==> src/rtl/double_tokens_if.sv <==
// Token stream bundle for double_tokens: input token, output token and backlog status.
// CNT_W must match the width the attached double_tokens derives from its MAX_PENDING.
interface double_tokens_if #(
   parameter int CNT_W = 8
);
   logic             a;
   logic             b;
   logic [CNT_W-1:0] pending;
   logic             overflow;

   modport master (
      output a,
      input  b,
      input  pending,
      input  overflow
   );

   modport slave (
      input  a,
      output b,
      output pending,
      output overflow
   );
endinterface

==> src/rtl/double_tokens.sv <==
// Token doubler: every input pulse on a yields two pulses on b, one per cycle,
// with the owed tokens held in a saturating backlog counter and a sticky drop flag.
module double_tokens #(
   parameter int MAX_PENDING = 200,
   parameter int CNT_W       = $clog2(MAX_PENDING + 1)
) (
   input  logic          clk,
   input  logic          rst,
   double_tokens_if.slave tok
);

   // Headroom of two bits so cnt + 2 - 1 never wraps before the saturation test.
   localparam logic [CNT_W+1:0] MAX_WIDE_C = (CNT_W + 2)'(MAX_PENDING);
   localparam logic [CNT_W+1:0] TWO_C      = (CNT_W + 2)'(2);
   localparam logic [CNT_W+1:0] ONE_C      = (CNT_W + 2)'(1);
   localparam logic [CNT_W+1:0] ZERO_C     = (CNT_W + 2)'(0);
   localparam logic [CNT_W-1:0] MAX_CNT_C  = CNT_W'(MAX_PENDING);

   logic [CNT_W-1:0] cnt_r;
   logic             ovf_r;
   logic             b_s;
   logic             busy_s;
   logic [CNT_W+1:0] add_s;
   logic [CNT_W+1:0] sub_s;
   logic [CNT_W+1:0] sum_s;
   logic [CNT_W-1:0] cnt_nxt_s;
   logic             ovf_nxt_s;

   // Output token and next backlog value; the first copy of a token leaves in its arrival cycle.
   always_comb begin
      busy_s    = (cnt_r != {CNT_W{1'b0}});
      b_s       = ~rst & (tok.a | busy_s);
      add_s     = ZERO_C;
      sub_s     = ZERO_C;
      cnt_nxt_s = cnt_r;
      ovf_nxt_s = ovf_r;

      if (tok.a) begin
         add_s = TWO_C;
      end else begin
         add_s = ZERO_C;
      end

      if (b_s) begin
         sub_s = ONE_C;
      end else begin
         sub_s = ZERO_C;
      end

      sum_s = {2'b00, cnt_r} + add_s - sub_s;

      // A full backlog drops the excess token but keeps doubling afterwards.
      if (sum_s > MAX_WIDE_C) begin
         cnt_nxt_s = MAX_CNT_C;
         ovf_nxt_s = 1'b1;
      end else begin
         cnt_nxt_s = sum_s[CNT_W-1:0];
         ovf_nxt_s = ovf_r;
      end
   end

   // Backlog counter and sticky overflow register.
   always_ff @(posedge clk) begin
      if (rst) begin
         cnt_r <= {CNT_W{1'b0}};
         ovf_r <= 1'b0;
      end else begin
         cnt_r <= cnt_nxt_s;
         ovf_r <= ovf_nxt_s;
      end
   end

   assign tok.b        = b_s;
   assign tok.pending  = cnt_r;
   assign tok.overflow = ovf_r;

endmodule

==> src/flat_wrapper.sv <==
// flat-port wrapper written by rule: the top's interface ports become plain ports
module double_tokens_flat 
#(
   parameter int MAX_PENDING = 200,
   parameter int CNT_W       = $clog2(MAX_PENDING + 1)
)
  (clk, rst, tok_a, tok_b, tok_pending, tok_overflow);
  double_tokens_if #(.CNT_W(CNT_W)) tok_i ();
  input  logic clk;
  input  logic rst;
  input wire logic [$bits(tok_i.a)-1:0] tok_a;
  output wire logic [$bits(tok_i.b)-1:0] tok_b;
  output wire logic [$bits(tok_i.pending)-1:0] tok_pending;
  output wire logic [$bits(tok_i.overflow)-1:0] tok_overflow;
  assign tok_i.a = tok_a;
  assign tok_b = tok_i.b;
  assign tok_pending = tok_i.pending;
  assign tok_overflow = tok_i.overflow;
  double_tokens #(.MAX_PENDING(MAX_PENDING), .CNT_W(CNT_W)) u_core (.clk(clk), .rst(rst), .tok(tok_i));
endmodule
==> config.mk <==
export PLATFORM = sky130hd
export DESIGN_NAME = double_tokens_flat
export DESIGN_NICKNAME = d
export VERILOG_FILES = /design/src/rtl/double_tokens_if.sv /design/src/rtl/double_tokens.sv /design/src/flat_wrapper.sv
export SDC_FILE = /design/constraint.sdc
export NUM_CORES = 1
export LEC_CHECK = 0
export ABC_AREA = 1
export CORE_ASPECT_RATIO = 1.2
export CORE_UTILIZATION = 35
export DETAILED_ROUTE_END_ITERATION = 7
export GPL_ROUTABILITY_DRIVEN = 0
export HOLD_SLACK_MARGIN = 0.15
export SLEW_MARGIN = 0
export SYNTH_ARGS = -nofsm -noshare
export SYNTH_HDL_FRONTEND = slang
export SYNTH_SLANG_ARGS = --single-unit
==> constraint.sdc <==
create_clock -name clk -period 2.1 [get_ports clk]
set_clock_uncertainty 0.05 [all_clocks]
set_input_delay 0.42 -clock clk [delete_from_list [all_inputs] [get_ports clk]]
set_output_delay 0.42 -clock clk [all_outputs]
set_load 0.005 [all_outputs]
==> results.cfg, run 1 <==
[run_status]
status = completed

[sta]
drv_slew = 0
worst_slack_ps = 3.45
finalHoldViolations = 0
rsz0062_at_grt = yes
setup-violations-final = 0
worst_pin_slew_ps = 219
period_minus_slack_ps = 2100
fmax_mhz = 477
slew_headroom_pct = 85.3
min_period_over_period_pct = 99.8

[global_routing]
grt_pass1_wl_um = 3210
grt_max_degree = 8
antenna_found_initial = 0
grt_usage_pct = 18.0
grt_pass1_vias = 783
grt_overflow = 0

[hold_path]
hp-class = flip-flop to flip-flop

[floorplan]
initial_utilization_pct = 38.0
die_w_um = 45.5
num_io_pins = 13
dieArea_um2 = 2470
rows = 18
fp.coreArea_um2 = 2090
dieHeight_um = 54.2

[synth]
synth_largest_area_cell = dfxtp_1
yosys_warnings = 0
synthCells = 128
ys_seq_area_share_pct = 22.6
ys_types = 22
netlist_area_um2 = 796
yosys_register_bits = 9
synth_fp_nets = 135
netlist_top_cells_area = dfxtp_1, nand2_1, inv_1
synth_top_area_share_pct = 22.6
syn_avg_cell_area_um2 = 6.22

[power]
p_leak_nw = 0.639
power.density_nw_per_um2 = 1550
ir_drop_mv = 0.949
finalPower_mw = 2.05

[critical_path]
crit_buf_inv = 1
slowest_delay_ps = 260
worstSetupEndpointType = flip-flop
critPathLaunchType = input pin
slowest_stage = dlygate4sd2_1
worstSetupPathType = input pin to flip-flop
arrival_ps = 2200
required_ps = 2200
cp_max_fo = 5
path_cells = dlygate4sd2_1, ha_1, ha_4, nor2_4, nand2_1, nor2_1, nand2_1, nor2_2, nand3_1, nand2_2, nand3_4, nand3_4, nor2_2
path_delay_family = simple AND/OR/NAND/NOR gates

[route]
vias_per_cell = 4.51
wl_um = 2090
drc = 0
drtAntennaViolNets = 0
first_iter_violations = 5
wl_per_cell_um = 10.5
drtPass1Iterations = 2
vias = 892

[place]
dp_hpwl_um = 1570
dp_slack_ps = -529
io_buffers = 12
post_dp_cell_area_um2 = 1120

[cells_and_area]
area_growth_pct = 66.5
final_layout_size_suffix_gt1_share_pct = 46.4
finish.utilization_pct = 63.3
final_cell_mix = nand2_1, buf_4, inv_1, nand2_2, nor2_2
nets = 176
final_area_um2 = 1330
diodes = 0
layout_commonest_cell = nand2_1

[clock_tree]
path_clk_slew_ps = 60
clock_path_buffers = 2
holdBufCountCts = 0
cts_sinks = 9
worstSkewPairLatency_ps = 250
cts-root-buf = clkbuf_4
numCtsBuffers = 3
cts_tree = done
htree_levels = 1

[run]
cap_violations = 0
## power by group
group	switching (mW)	internal, mW
Combinational	0.800	0.789
Sequential	0.0755	0.257
Clock	0.0563	0.0730
## worst min-delay path: cells and delay by family (launching register included)
family	cells	cell delay (ps)
buffers and inverters	2	100
flip-flops	1	340
AND/OR/NAND/NOR	2	100
## cells by family after synthesis
logic type	count (synthesis)	synth area share, %
adders and majority gates	4	6.29
DFF	9	22.6
AOI/OAI and AO/OA	3	2.52
buffers and inverters	24	11.5
and+or+nand+nor	87	55.0
xor gates and xnor gates	1	2.04
## cell type report
cell class / count / area, um^2
inverters: 24 / 91.3
clock buffers: 4 / 26.3
repair buffers: 36 / 300
multi-input cells: 95 / 682
fillers: 195 / 769
flip-flops and latches: 9 / 188
well taps: 30 / 37.5
## cell usage after synthesis
library cell,n
xor2_2,1
nor2_2,10
dfxtp_1,9
inv_2,2
nand3_4,2
a31oi_1,1
inv_1,21
nand2_4,1
clkinv_2,1
o21ai_0,1
nor2_4,1
nand4_1,1
nand2_2,4
and2_1,1
nand3_2,2
nand3_1,10
nor3_1,1
nor4_1,1
ha_1,4
nor2_1,9
a41oi_1,1
nand2_1,44
## per-layer routing
metal	track usage, %	routed length [um]	share of wire [%]
met5	0	0	0
met4	7.58	17	0.81
met3	0.990	25	1.2
met2	32.1	1100	53
met1	22.0	939	45
## stage by stage
step           TNS, ps  hold WS, ps  cells
6_report             0          523    198
5_1_grt           -480          558    198
4_1_cts        -0.0926          520    197
3_5_place_dp     -4750          491    192
3_3_place_gp     -4150          483    192
2_1_floorplan        0          439    128
## timing repair
item                                    in CTS  in global routing
hold endpoints to repair                     0                  0
gates resized for setup                      9                 34
cloned                                       0                  0
pin swaps                                    2                 20
buffers inserted                             1                  1
endpoints found under the setup margin      10                  8
## state kept, by name (all words and copies together), names as in the netlist
register	cells
u_core.tok.pending	8
u_core.tok.overflow	1
## path summary, 6_finish.rpt
path                         start               endpoint  slack [ps]  depth (start not counted)
max                          tok_a  u_core.tok.pending[5]           3                         13
min            u_core.tok.overflow    u_core.tok.overflow         520                          4
max reg2reg  u_core.tok.pending[1]  u_core.tok.pending[5]          10                         11
min reg2reg    u_core.tok.overflow    u_core.tok.overflow         520                          4
Note: power is estimated with default switching activity, not from simulation.
==> run 2, diff against run 1 <==
REMOVE_ABC_BUFFERS = 1   (was default)
==> results of run 2 <==
No change in the layout: final DEF, timing and power equal those of run 1.
